$ cat src/rtl/mul_share_ctrl.sv
// mul_share_ctrl: round-robin arbiter sequencing a shared iterative multiplier, with a watchdog abort
module mul_share_ctrl #(
  parameter int NUM_REQ = 4,
  parameter int ID_W    = 2,
  parameter int TIMEOUT = 64
) (
  input  logic                    clk,
  input  logic                    rst,
  input  logic [NUM_REQ-1:0]      req_valid,
  output logic [NUM_REQ-1:0]      req_ready,
  input  logic [32*NUM_REQ-1:0]   req_a,
  input  logic [32*NUM_REQ-1:0]   req_b,
  output logic                    resp_valid,
  input  logic                    resp_ready,
  output logic [ID_W-1:0]         resp_id,
  output logic [63:0]             resp_product,
  output logic                    resp_err,
  output logic                    busy,
  output logic                    mul_rst,
  output logic [31:0]             mul_multiplier,
  output logic [31:0]             mul_multiplicand,
  input  logic                    mul_flag,
  input  logic [63:0]             mul_product
);
  localparam int CW = $clog2(TIMEOUT + 1);
  typedef enum logic [1:0] {IDLE, LOAD, RUN, DONE} state_e;
  state_e          state_q, state_d;
  logic [ID_W-1:0] rr_q, rr_d, id_q, id_d, g;
  logic [ID_W:0]   sum;
  logic            found;
  logic [31:0]     a_q, a_d, b_q, b_d;
  logic [CW-1:0]   cnt_q, cnt_d;
  logic [63:0]     prod_q, prod_d;
  logic            err_q, err_d;
  // descending scan so the last hit is the first valid requester at or after rr_q
  always_comb begin
    found = 1'b0;
    g     = '0;
    sum   = '0;
    for (int k = NUM_REQ - 1; k >= 0; k--) begin
      sum = {1'b0, rr_q} + (ID_W + 1)'(k);
      sum = (sum >= (ID_W + 1)'(NUM_REQ)) ? sum - (ID_W + 1)'(NUM_REQ) : sum;
      if (req_valid[sum[ID_W-1:0]]) begin
        found = 1'b1;
        g     = sum[ID_W-1:0];
      end
    end
  end
  assign req_ready        = (state_q == IDLE && found && !rst) ? NUM_REQ'(1) << g : '0;
  assign busy             = state_q != IDLE;
  assign mul_rst          = state_q != RUN;
  assign resp_valid       = state_q == DONE;
  assign resp_id          = id_q;
  assign resp_product     = prod_q;
  assign resp_err         = err_q;
  assign mul_multiplier   = a_q;
  assign mul_multiplicand = b_q;
  always_comb begin
    state_d = state_q;
    rr_d    = rr_q;
    id_d    = id_q;
    a_d     = a_q;
    b_d     = b_q;
    cnt_d   = cnt_q;
    prod_d  = prod_q;
    err_d   = err_q;
    unique case (state_q)
      IDLE: if (found) begin
        state_d = LOAD;
        id_d    = g;
        a_d     = req_a[32*g +: 32];
        b_d     = req_b[32*g +: 32];
        rr_d    = (g == ID_W'(NUM_REQ - 1)) ? '0 : g + ID_W'(1);
      end
      LOAD: begin
        cnt_d   = '0;
        state_d = RUN;
      end
      RUN: begin
        cnt_d = cnt_q + CW'(1);
        if (mul_flag) begin
          prod_d  = mul_product;
          err_d   = 1'b0;
          state_d = DONE;
        end else if (cnt_q == CW'(TIMEOUT - 1)) begin
          prod_d  = '0;
          err_d   = 1'b1;
          state_d = DONE;
        end
      end
      DONE: state_d = resp_ready ? IDLE : DONE;
      default: state_d = IDLE;
    endcase
  end
  always_ff @(posedge clk) begin
    if (rst) begin
      state_q <= IDLE;
      rr_q    <= '0;
      id_q    <= '0;
      a_q     <= '0;
      b_q     <= '0;
      cnt_q   <= '0;
      prod_q  <= '0;
      err_q   <= 1'b0;
    end else begin
      state_q <= state_d;
      rr_q    <= rr_d;
      id_q    <= id_d;
      a_q     <= a_d;
      b_q     <= b_d;
      cnt_q   <= cnt_d;
      prod_q  <= prod_d;
      err_q   <= err_d;
    end
  end
endmodule

$ cat config.mk
export PLATFORM = sky130hd
export DESIGN_NAME = mul_share_ctrl
export DESIGN_NICKNAME = d
export VERILOG_FILES = /design/src/rtl/mul_share_ctrl.sv
export SDC_FILE = /design/constraint.sdc
export NUM_CORES = 1
export LEC_CHECK = 0
export CORE_AREA = 5 5 178 180
export CTS_BUF_LIST = sky130_fd_sc_hd__clkbuf_8 sky130_fd_sc_hd__clkbuf_16
export DETAILED_ROUTE_END_ITERATION = 10
export DIE_AREA = 0 0 183 185
export PLACE_DENSITY_LB_ADDON = 0.3
export SLEW_MARGIN = 0
export SYNTH_ARGS = -nofsm -noshare
export SYNTH_HDL_FRONTEND = slang
export SYNTH_SLANG_ARGS = --single-unit
$ cat constraint.sdc
create_clock -name clk -period 2 [get_ports clk]
set_clock_uncertainty 0.1 [all_clocks]
set_input_delay 0.4 -clock clk [delete_from_list [all_inputs] [get_ports clk]]
set_output_delay 0.4 -clock clk [all_outputs]
set_load 0.03 [all_outputs]
---- Word-level counts from Yosys, hierarchy flattened ----
Cells that the tools add are included.
word-level totals
  flip-flop bits (word level) ............. 142
  logic and storage cells ................. 78
cells by class
  multiplexer cells ....................... 32
  $lt $le $gt $ge ......................... 8
  shift operators ......................... 3
  reduce and logical (&&, ||, !) cells .... 10
  add/subtract/negate cells ............... 9
  equal/unequal tests ..................... 8
operators with widths
  cell                                                                number
  variable part select 128 x 8 -> 32 bit                              2
  two-way mux 64 bit                                                  2
  two-way mux 2 bit                                                   13
  one-hot mux 7 bit (2 select lines)                                  1
  < comparator 2 x 3 -> 1 bit (second input constant)                 4
  two-way mux 1 bit                                                   10
  greater-or-equal comparator 3 bit (second input constant)           3
  binary-select mux 1 bit (select 2 bit)                              4
  one-hot mux 2 bit (4 select lines)                                  1
  subtractor 2 x 1 -> 2 bit (second input constant)                   4
  adder 7 x 1 -> 7 bit (second input constant)                        1
  == test 7 x 6 -> 1 bit (second input constant)                      1
  adder 2 x 2 -> 3 bit (second input constant)                        2
  == test 2 bit (second input constant)                               3
  AND reduction 2 bit                                                 3
  nonzero test 2 bit                                                  3
  two-way mux 4 bit                                                   1
  != test 2 bit (second input constant)                               2
  << shifter 1 x 2 -> 4 bit (first input constant)                    1
  adder 2 x 1 -> 3 bit (second input constant)                        1
  greater-or-equal comparator 2 x 3 -> 1 bit (second input constant)  1
  != test 3 bit (second input constant)                               1
  adder 2 x 1 -> 2 bit (second input constant)                        1
  == test 2 x 1 -> 1 bit (second input constant)                      1
  3 further kinds                                                     4

---- Depth between registers and ports, before layout ----
Gate-level depths: netlist (run 1).
  word-level depth ........................ 12
  gate-level depth with buffers ........... 10
  depth with buffers taken out ............ 7

---- Worst setup path before layout (run 1) ----
Ideal clock, no wire load.
  kind .................................... register -> output
  start point ............................. register state_q[0]
  end point ............................... output req_ready[0]
  data required time ...................... 1.500 ns
  buffers on the path ..................... 2
  setup slack ............................. -0.618 ns
  stages on the path, launching flop included .. 9
  arrival ................................. 2.118 ns
  cell sequence ........................... dfxtp_1 > inv_1 > ha_1 > inv_1 > a21oi_4 > nand2b_1 > clkbuf_1 > buf_1 > nor3_1
between the ends
  cells in the longest elaborated chain, start to end .. 4
RTL lines
  what                            line  source
  start, declared                 27    state_e state_q, state_d;
  start signal, assigned          106   state_q <= state_d;
  logical NOT 2 bit               49    assign req_ready = (state_q == IDLE && found && !rst) ? NUM_REQ'(1) << g : '0;
  logical AND 1 bit (2 in a row)  49
  two-way mux 4 bit               49
  end, declared                   10    output logic [NUM_REQ-1:0] req_ready,
Every way passes these cells.

---- Worst setup path after layout (run 1) ----
  start point ............................. register rr_q[0]
  end point ............................... output req_ready[2]
between the ends
  cells in the longest elaborated chain, start to end .. 12
RTL lines
  what                                                                            line  source
  start, declared                                                                 28    logic [ID_W-1:0] rr_q, rr_d, id_q, id_d, g;
  start signal, assigned                                                          107   rr_q <= rr_d;
  adder 2 x 2 -> 3 bit                                                            41    sum = {1'b0, rr_q} + (ID_W + 1)'(k);
  greater-or-equal comparator 3 bit or subtractor 2 x 1 -> 2 bit (tied branches)  42    sum = (sum >= (ID_W + 1)'(NUM_REQ)) ? sum - (ID_W + 1)'(NUM_REQ) : sum;
  two-way mux 2 bit                                                               42
  binary-select mux 1 bit (select 2 bit)                                          43    if (req_valid[sum[ID_W-1:0]]) begin
  two-way mux 1 bit (not written as such)                                         43
  two-way mux 1 bit (4 in a row)                                                  43
  logical AND 1 bit (2 in a row)                                                  49
  two-way mux 4 bit *                                                             49
Mark *: on every way between the ends. The rest lies on a longest branch, timed or not. The select of a mux whose other input is x is not followed.

==> impl_results.md, run 1 <==
* Status: finished with violations
* Failing checks: setup timing
* Share of cells above drive strength 1 at 0.286
* Reg2Reg Setup Slack at -50 ps
* Crit path launch type: flop
* CP Cell Sequence: buf_12 > nor2b_4 > nor4b_4 > or2_4 > inv_8 > ha_4 > inv_2 > nor2_4 > buf_6
* Max VDD drop at 0.454 mV
* #FFs+latches synth at approximately 140
* Util after Layout at 0.520
* EDFF count, synth at 0
* Cell Area, Synth at slightly above 7000 sq um
* Data required, critical path at 1500 ps
* H-tree depth at 4
* 1st-pass router iterations at 5
* Mean Syn Cell Area at between 8 and 9 sq um
* Number of CTS-inserted buffers at 17
* Maxcap violations at 0
* Pwr Density at ~940 nW/um^2
* Max Root-Sink Buffers at 2
* Yosys warns at 0
* I/O Pins at 466
* Vias/cell at around 5
* R2r worst-path depth at 9
* RD Place Congestion at approximately 0.86
* R2R Path Start: rr_q[0]$_SDFFE_PP0P_
* Crit. End Element: output pin
* Fill count at approximately 2700
* Port bufs at around 470
* CP Depth at 9
* Max transition margin at 0.645
* Largest net degree at the start of global routing at 66
* Adder-Cell Fraction of Synth Area at 0.0104
* # setup viols final at 23
* Antenna Nets Post-Route at 0
* Global-route wire length before repair at about 54 mm
* Max-slew violation count at 0
* Drt total wl at approximately 38 mm
* DP Cell Count at between 1500 and 2000
* Die Y at ~190 microns
* Post-route cell area at roughly 16000 sq um
* Final Cycle Share at 1.18
* CTS root buf: clkbuf_16
* XOR/XNOR Fraction of Synth Area at 0.00606
* Share of the synthesized area in the top cell type at 0.394
* Number of global-route vias before repair at between 9000 and 10000
* Starting DRC count in detailed routing at 358
* Remaining global-route overflow at 0
* Crit-path max FO at 4
* Worst Path Arrival at around 1900 ps
* CTS tree: built
* Hold buffers post-CTS at 0
* Worst setup margin at -360 ps
* DRC viols at 0
* Tightest Hold Check Type: flop to flop
* Worst skew pair latency at around 430 ps
* Minimum clock period at roughly 2400 ps
* GRT Overall Usage at 0.204
* Synth Area in Simple Gates at 0.228
* Slowest-stage cell, CP: dfxtp_4
* Placed instance area at ~13000 sq um
* Tightest Pin Transition at 533 ps
* Top delay family on crit path: simple AND/OR/NAND/NOR gates
* Asr flop ratio synth at 0
* Die width at roughly 180 microns
* Fin cells at ~1800
* CP Launch Point: rr_q[0]$_SDFFE_PP0P_
* Compound-Gate Fraction of Synth Area at 0.294
* FF-to-FF End: mul_multiplier[7]$_SDFFE_PP0P_
* Via Count at ~8800
* Cell Rows at between 60 and 70
* Core footprint at between 30000 and 40000 sq um
* Dominant synthesized flop cell: dfxtp_1
* Leak at between 6 and 7 nW
* Critical path capture point: req_ready[2]
* Full die area at about 34000 sq um
* Worst-path clk slew at about 70 ps
* Main combinational cell family by area after synthesis: compound AO/OA/AOI/OAI gates
* Initial Util at 0.241
* Synth area leader: dfxtp_1
* DP HPWL at between 20 and 30 mm
* Crit-path max cell delay at around 360 ps
* Cell variety after synth at 39
* Initial antenna violation count at 2
* FMAX at between 400 and 500 MHz
* Seq/Total Area, Yosys at 0.394
* Ranking of synthesized cells by area: dfxtp_1 (39%), nor3b_1 (13%), a211oi_1 (12%)
* Crit path kind: flop to output pin
* Cell count after synthesis at just over 800
* Syn_nets at between 1000 and 1500
* Post-synthesis mux area share at 0.00416
* Fin. Hold Viols at 0
* WL/cell at between 20 and 25 microns
* Worst Path Buf+Inv at 4
* CTS sink cnt at between 100 and 150
* Nets@finish at 1675
* Syn-to-layout area delta at 116%
* RSZ-0062 raised after global routing: yes
[flip-flops by register name, indices dropped and copies added, names as in the netlist]
register          count
resp_id               2
cnt_q                 7
resp_err              1
state_q               2
rr_q                  2
mul_multiplicand     32
resp_product         64
mul_multiplier       32
[worst min-delay path, stage by stage (launching register included)]
cell and delay (ps):
dfxtp_1 320, nand2_1 50, o31ai_1 50
[Yosys cell counts (2+ instances only)]
library cell / n
clkbuf_1: 50
nor2b_1: 4
a221oi_1: 2
a211oi_2: 13
nor2_1: 80
buf_2: 23
a211oi_1: 117
a22oi_1: 64
buf_4: 8
ha_1: 6
nor3_1: 4
o21ai_0: 2
mux2i_1: 3
or3_1: 2
inv_2: 2
dfxtp_1: 142
nand4_1: 2
nor3b_1: 128
a21oi_1: 2
buf_6: 2
nand2_1: 69
o31ai_2: 4
xor2_1: 4
inv_1: 8
buf_1: 10
o31ai_1: 61
[layout by cell type (no fill, tap or decap), types with 5 or more instances in the layout]
cell,n
nor3b_4,5
buf_12,31
inv_2,5
o31ai_2,7
nor3b_2,64
a211oi_1,16
a211oi_2,95
clkbuf_16,25
nor3b_1,59
nor2_1,77
buf_4,61
buf_16,7
a22oi_1,64
dlygate4sd2_1,29
nand2_1,68
dfxtp_1,139
buf_8,7
buf_6,16
o31ai_1,57
dlymetal6s2s_1,48
clkdlybuf4s50_1,379
a211oi_4,19
[cells by family after synthesis]
family	count (synthesis)
mux	3
simple gates	296
fa+ha+maj	6
flops	142
xor+xnor	5
buf+inv	103
compound gates	270
[metal layers]
| layer | vias up | global-route usage | wire, microns |
|---|---|---|---|
| met5 | - | 0 | 0 |
| met4 | 0 | 0.0548 | 722 |
| met3 | 43 | 0.0707 | 3210 |
| met2 | 364 | 0.363 | 19700 |
| met1 | 4295 | 0.235 | 14700 |
| li1 | 4127 | - | - |
[repair_timing]
item | in CTS | in global routing
endpoints found under the hold margin | 0 | 0
gates resized for setup | 203 | 149
gates cloned | 7 | 9
setup endpoints to repair | 98 | 122
setup buffers | 20 | 7
pin swaps | 22 | 45
[worst min-delay path by stage]
stage                                            from                                 to  slack, ps  depth (start not counted)
global placement    mul_multiplicand[24]$_SDFFE_PP0P_  mul_multiplicand[24]$_SDFFE_PP0P_        330                          2
finish              mul_multiplicand[22]$_SDFFE_PP0P_  mul_multiplicand[22]$_SDFFE_PP0P_        350                          2
global route                                      rst      resp_product[54]$_SDFFE_PP0P_        360                          3
CTS                                               rst      resp_product[63]$_SDFFE_PP0P_        330                          3
detailed placement  mul_multiplicand[22]$_SDFFE_PP0P_  mul_multiplicand[22]$_SDFFE_PP0P_        340                          2
floorplan                       cnt_q[5]$_SDFFE_PP0P_              cnt_q[5]$_SDFFE_PP0P_        360                          2
[final cells by class]
cell class,instances,area [sq um],area share
Tap cell,396,495,0.0317
Clock buffer,18,439,0.0281
Multi-Input combinational cell,580,5130,0.329
Antenna cell,3,7.51,0.000481
Inverter,10,47.5,0.00304
Sequential cell,142,2850,0.183
Clock inverter,14,181,0.0116
Timing Repair Buffer,590,6460,0.414
[power breakdown]
group	internal [mW]	total (mW)	switching [mW]	leakage [nW]
logic	3.72	7.65	3.93	4.95
clock network	2.02	3.47	1.45	0.301
registers	3.28	3.53	0.255	1.16
total	9.02	14.7	5.63	6.42
[metrics by stage]
| step | hold WS [ps] | setup slack [ps] | setup TNS (ps) | power, mW |
|---|---|---|---|---|
| final | 346 | -360 | -1590 | 14.7 |
| after global routing | 358 | -426 | -5570 | 15.3 |
| after CTS | 328 | -379 | -1590 | 14.1 |
| after detailed placement | 339 | -821 | -43790 | 9.50 |
| after global placement | 334 | -797 | -38700 | 9.45 |
| after floorplan | 359 | -177 | -694 | 6.60 |
(Power assumes the default switching activity.)
==> run 2: changes to the inputs <==
--- a/config.mk
+++ b/config.mk
@@ -5,11 +5,11 @@
 export SDC_FILE = /design/constraint.sdc
 export NUM_CORES = 1
 export LEC_CHECK = 0
+export CAP_MARGIN = 0
 export CORE_AREA = 5 5 178 180
 export CTS_BUF_LIST = sky130_fd_sc_hd__clkbuf_8 sky130_fd_sc_hd__clkbuf_16
 export DETAILED_ROUTE_END_ITERATION = 10
 export DIE_AREA = 0 0 183 185
-export PLACE_DENSITY_LB_ADDON = 0.3
 export SLEW_MARGIN = 0
 export SYNTH_ARGS = -nofsm -noshare
 export SYNTH_HDL_FRONTEND = slang
==> impl_results.md, run 2 (same netlist as run 1, synthesis figures left out) <==
* Crit-path max FO at 4 (unchanged)
* Status: finished with violations
* Worst setup margin at -302 ps (+58.1 ps)
* Max Root-Sink Buffers at 2 (unchanged)
* Comb power frac at 0.509 (-0.013)
* Full die area at 33900 sq um (unchanged)
* Nets@finish at 1666 (-0.54%)
* Worst Path Arrival at 1800 ps (-60 ps)
* Crit path kind: input port to output pin
* Drt total wl at 37.7 mm (-1.5%)
* 1st-pass router iterations at 4 (-1)
* Pwr Density at 933 nW/um^2 (-0.64%)
* Max reg flops at 64 (unchanged)
* Clock Power Share at 0.235 (-0.002)
* Failing checks: setup timing
* Fill count at 2818 (+3.0%)
* Final total power at 13.8 mW (-5.6%)
* Tightest Pin Transition at 478 ps (-55.6 ps)
* Most common cell after layout, fill and taps aside: clkdlybuf4s50_1
* FMAX at 434 MHz (+2.5%)
* Minimum clock period at 2300 ps (-58.1 ps)
* Share of cells above drive strength 1 at 0.245 (-0.0412)
* WL/cell at 21.7 microns (-0.84%)
* GRT Overall Usage at 0.201 (-0.00324)
* Remaining global-route overflow at 0 (unchanged)
* Hold_ws at 352 ps (+5.15 ps)
* Crit path launch type: input port
* RD Place Congestion at 0.916 (+6.4%)
* Leak at 5.99 nW (-6.7%)
* Data required, critical path at 1500 ps (about the same)
* Initial antenna violation count at 1 (-1)
* CTS root buf: clkbuf_16
* Core footprint at 30000 sq um (unchanged)
* Placed instance area at 13000 sq um (-0.25%)
* Number of CTS-inserted buffers at 17 (unchanged)
* Reg power frac at 0.256 (+0.015)
* Max VDD drop at 0.483 mV (+6.3%)
* # setup viols final at 44 (+91%)
* Largest net degree at the start of global routing at 66 (unchanged)
* Post-route cell area at 14800 sq um (-5.0%)
* Global-route wire length before repair at 53.0 mm (-1.8%)
* Cell Rows at 64 (unchanged)
* Register area at 2850 sq um (about the same)
* Maxcap violations at 0 (unchanged)
* Max transition margin at 0.682 (+0.0371)
* Multi-input gate area at 4760 sq um (-7.3%)
* Max-slew violation count at 0 (unchanged)
* I/O Pins at 466 (unchanged)
* Sw frac at 0.398 (+0.0133)
* Starting DRC count in detailed routing at 310 (-13%)
* Worst skew pair latency at 420 ps (about the same)
* Initial Util at 0.241 (unchanged)
* Commonest non-fill, non-tap cells in the layout: clkdlybuf4s50_1 (391), dfxtp_1 (138), nor3b_1 (117), a211oi_2 (106)
* Die Y at 185 microns (unchanged)
* Crit. End Element: output pin
* DP HPWL at 27.5 mm (+6.0%)
* Syn-to-layout area delta at 105%
* Util after Layout at 0.494 (-0.0259)
* DRC viols at 0 (unchanged)
* Port bufs at 465 (unchanged)
* CTS sink cnt at 142 (unchanged)
* Place WS at -781 ps (+40.2 ps)
* P_int at 8.34 mW (-7.6%)
* CTS tree: built
* Tightest Hold Check Type: flop to flop
* H-tree depth at 4 (unchanged)
* Fin. Hold Viols at 0 (unchanged)
* Final Cycle Share at 1.15 (-0.0290)
* Worst-path clk slew at 60 ps (about the same)
* Hold buffers post-CTS at 0 (unchanged)
* Vias/cell at 5.02 (-0.26%)
* Number of global-route vias before repair at 8837 (-3.6%)
* Via Count at 8751 (-0.88%)
* Psw at 5.50 mW (-2.3%)
* Antenna Nets Post-Route at 0 (unchanged)
* RSZ-0062 raised after global routing: yes
* Die width at 183 microns (unchanged)
[run 2: changes by cell type in the layout (fill, tap and decap cells not counted), sizes merged, moves of 3 or more]
cell	previous run	this run
clkdlybuf4s50	379	391
dlygate4sd2	29	18
dlymetal6s2s	48	45
bufinv	3	0
buf	123	117
[run 2: stage by stage]
step | instances | setup TNS, ps
after global routing | 1741 | -5610
after floorplan | 825 | -694
after detailed placement | 1685 | -47890
after global placement | 1685 | -42330
after CTS | 1726 | -2050
final | 1742 | -2310
[run 2: path summary, 6_finish.rpt]
path                                           from                                 to  cells past startpoint  slack, ps
setup / recovery                       req_valid[0]                       req_ready[1]                      8       -300
hold / removal    mul_multiplicand[24]$_SDFFE_PP0P_  mul_multiplicand[24]$_SDFFE_PP0P_                      2        350
setup reg to reg               rr_q[0]$_SDFFE_PP0P_    mul_multiplier[31]$_SDFFE_PP0P_                      9       -100
hold reg to reg   mul_multiplicand[24]$_SDFFE_PP0P_  mul_multiplicand[24]$_SDFFE_PP0P_                      2        350
[run 2: what timing repair did]
action,CTS,global route
setup buffers,8,10
setup endpoints to repair,88,142
pin swaps,5,103
hold endpoints to repair,0,0
resized for setup,50,203
cloned,1,6
[run 2: cell type report]
cell class / count / area share
well taps: 396 / 0.0334
multi-input cells: 580 / 0.321
flip-flops and latches: 142 / 0.192
clock inverters: 14 / 0.00953
inverters: 10 / 0.00304
clock buffers: 18 / 0.0296
repair buffers: 581 / 0.411
diodes: 1 / 0.000169
[run 2: critical path, cell delays in order]
cell and delay (ps):
dlygate4sd2_1 280, nor2b_4 150, nor4b_4 270, or2_4 220
inv_8 40, buf_12 120, nor3_4 160, buf_6 150
[run 2: power groups by stage]
stage / logic, mW / registers (mW) / clock network (mW)
2_1_floorplan: 2.25 / 4.35 / 0
3_3_place_gp: 5.87 / 3.58 / 0
3_5_place_dp: 5.91 / 3.59 / 0
4_1_cts: 6.06 / 3.54 / 3.35
5_1_grt: 7.46 / 3.59 / 3.48
6_report: 7.05 / 3.54 / 3.25
[run 2: layer usage]
layer	track usage	part of all wire
met5	0	0.00029
met2	0.357	0.51
met4	0.0486	0.020
met1	0.236	0.39
met3	0.0662	0.081
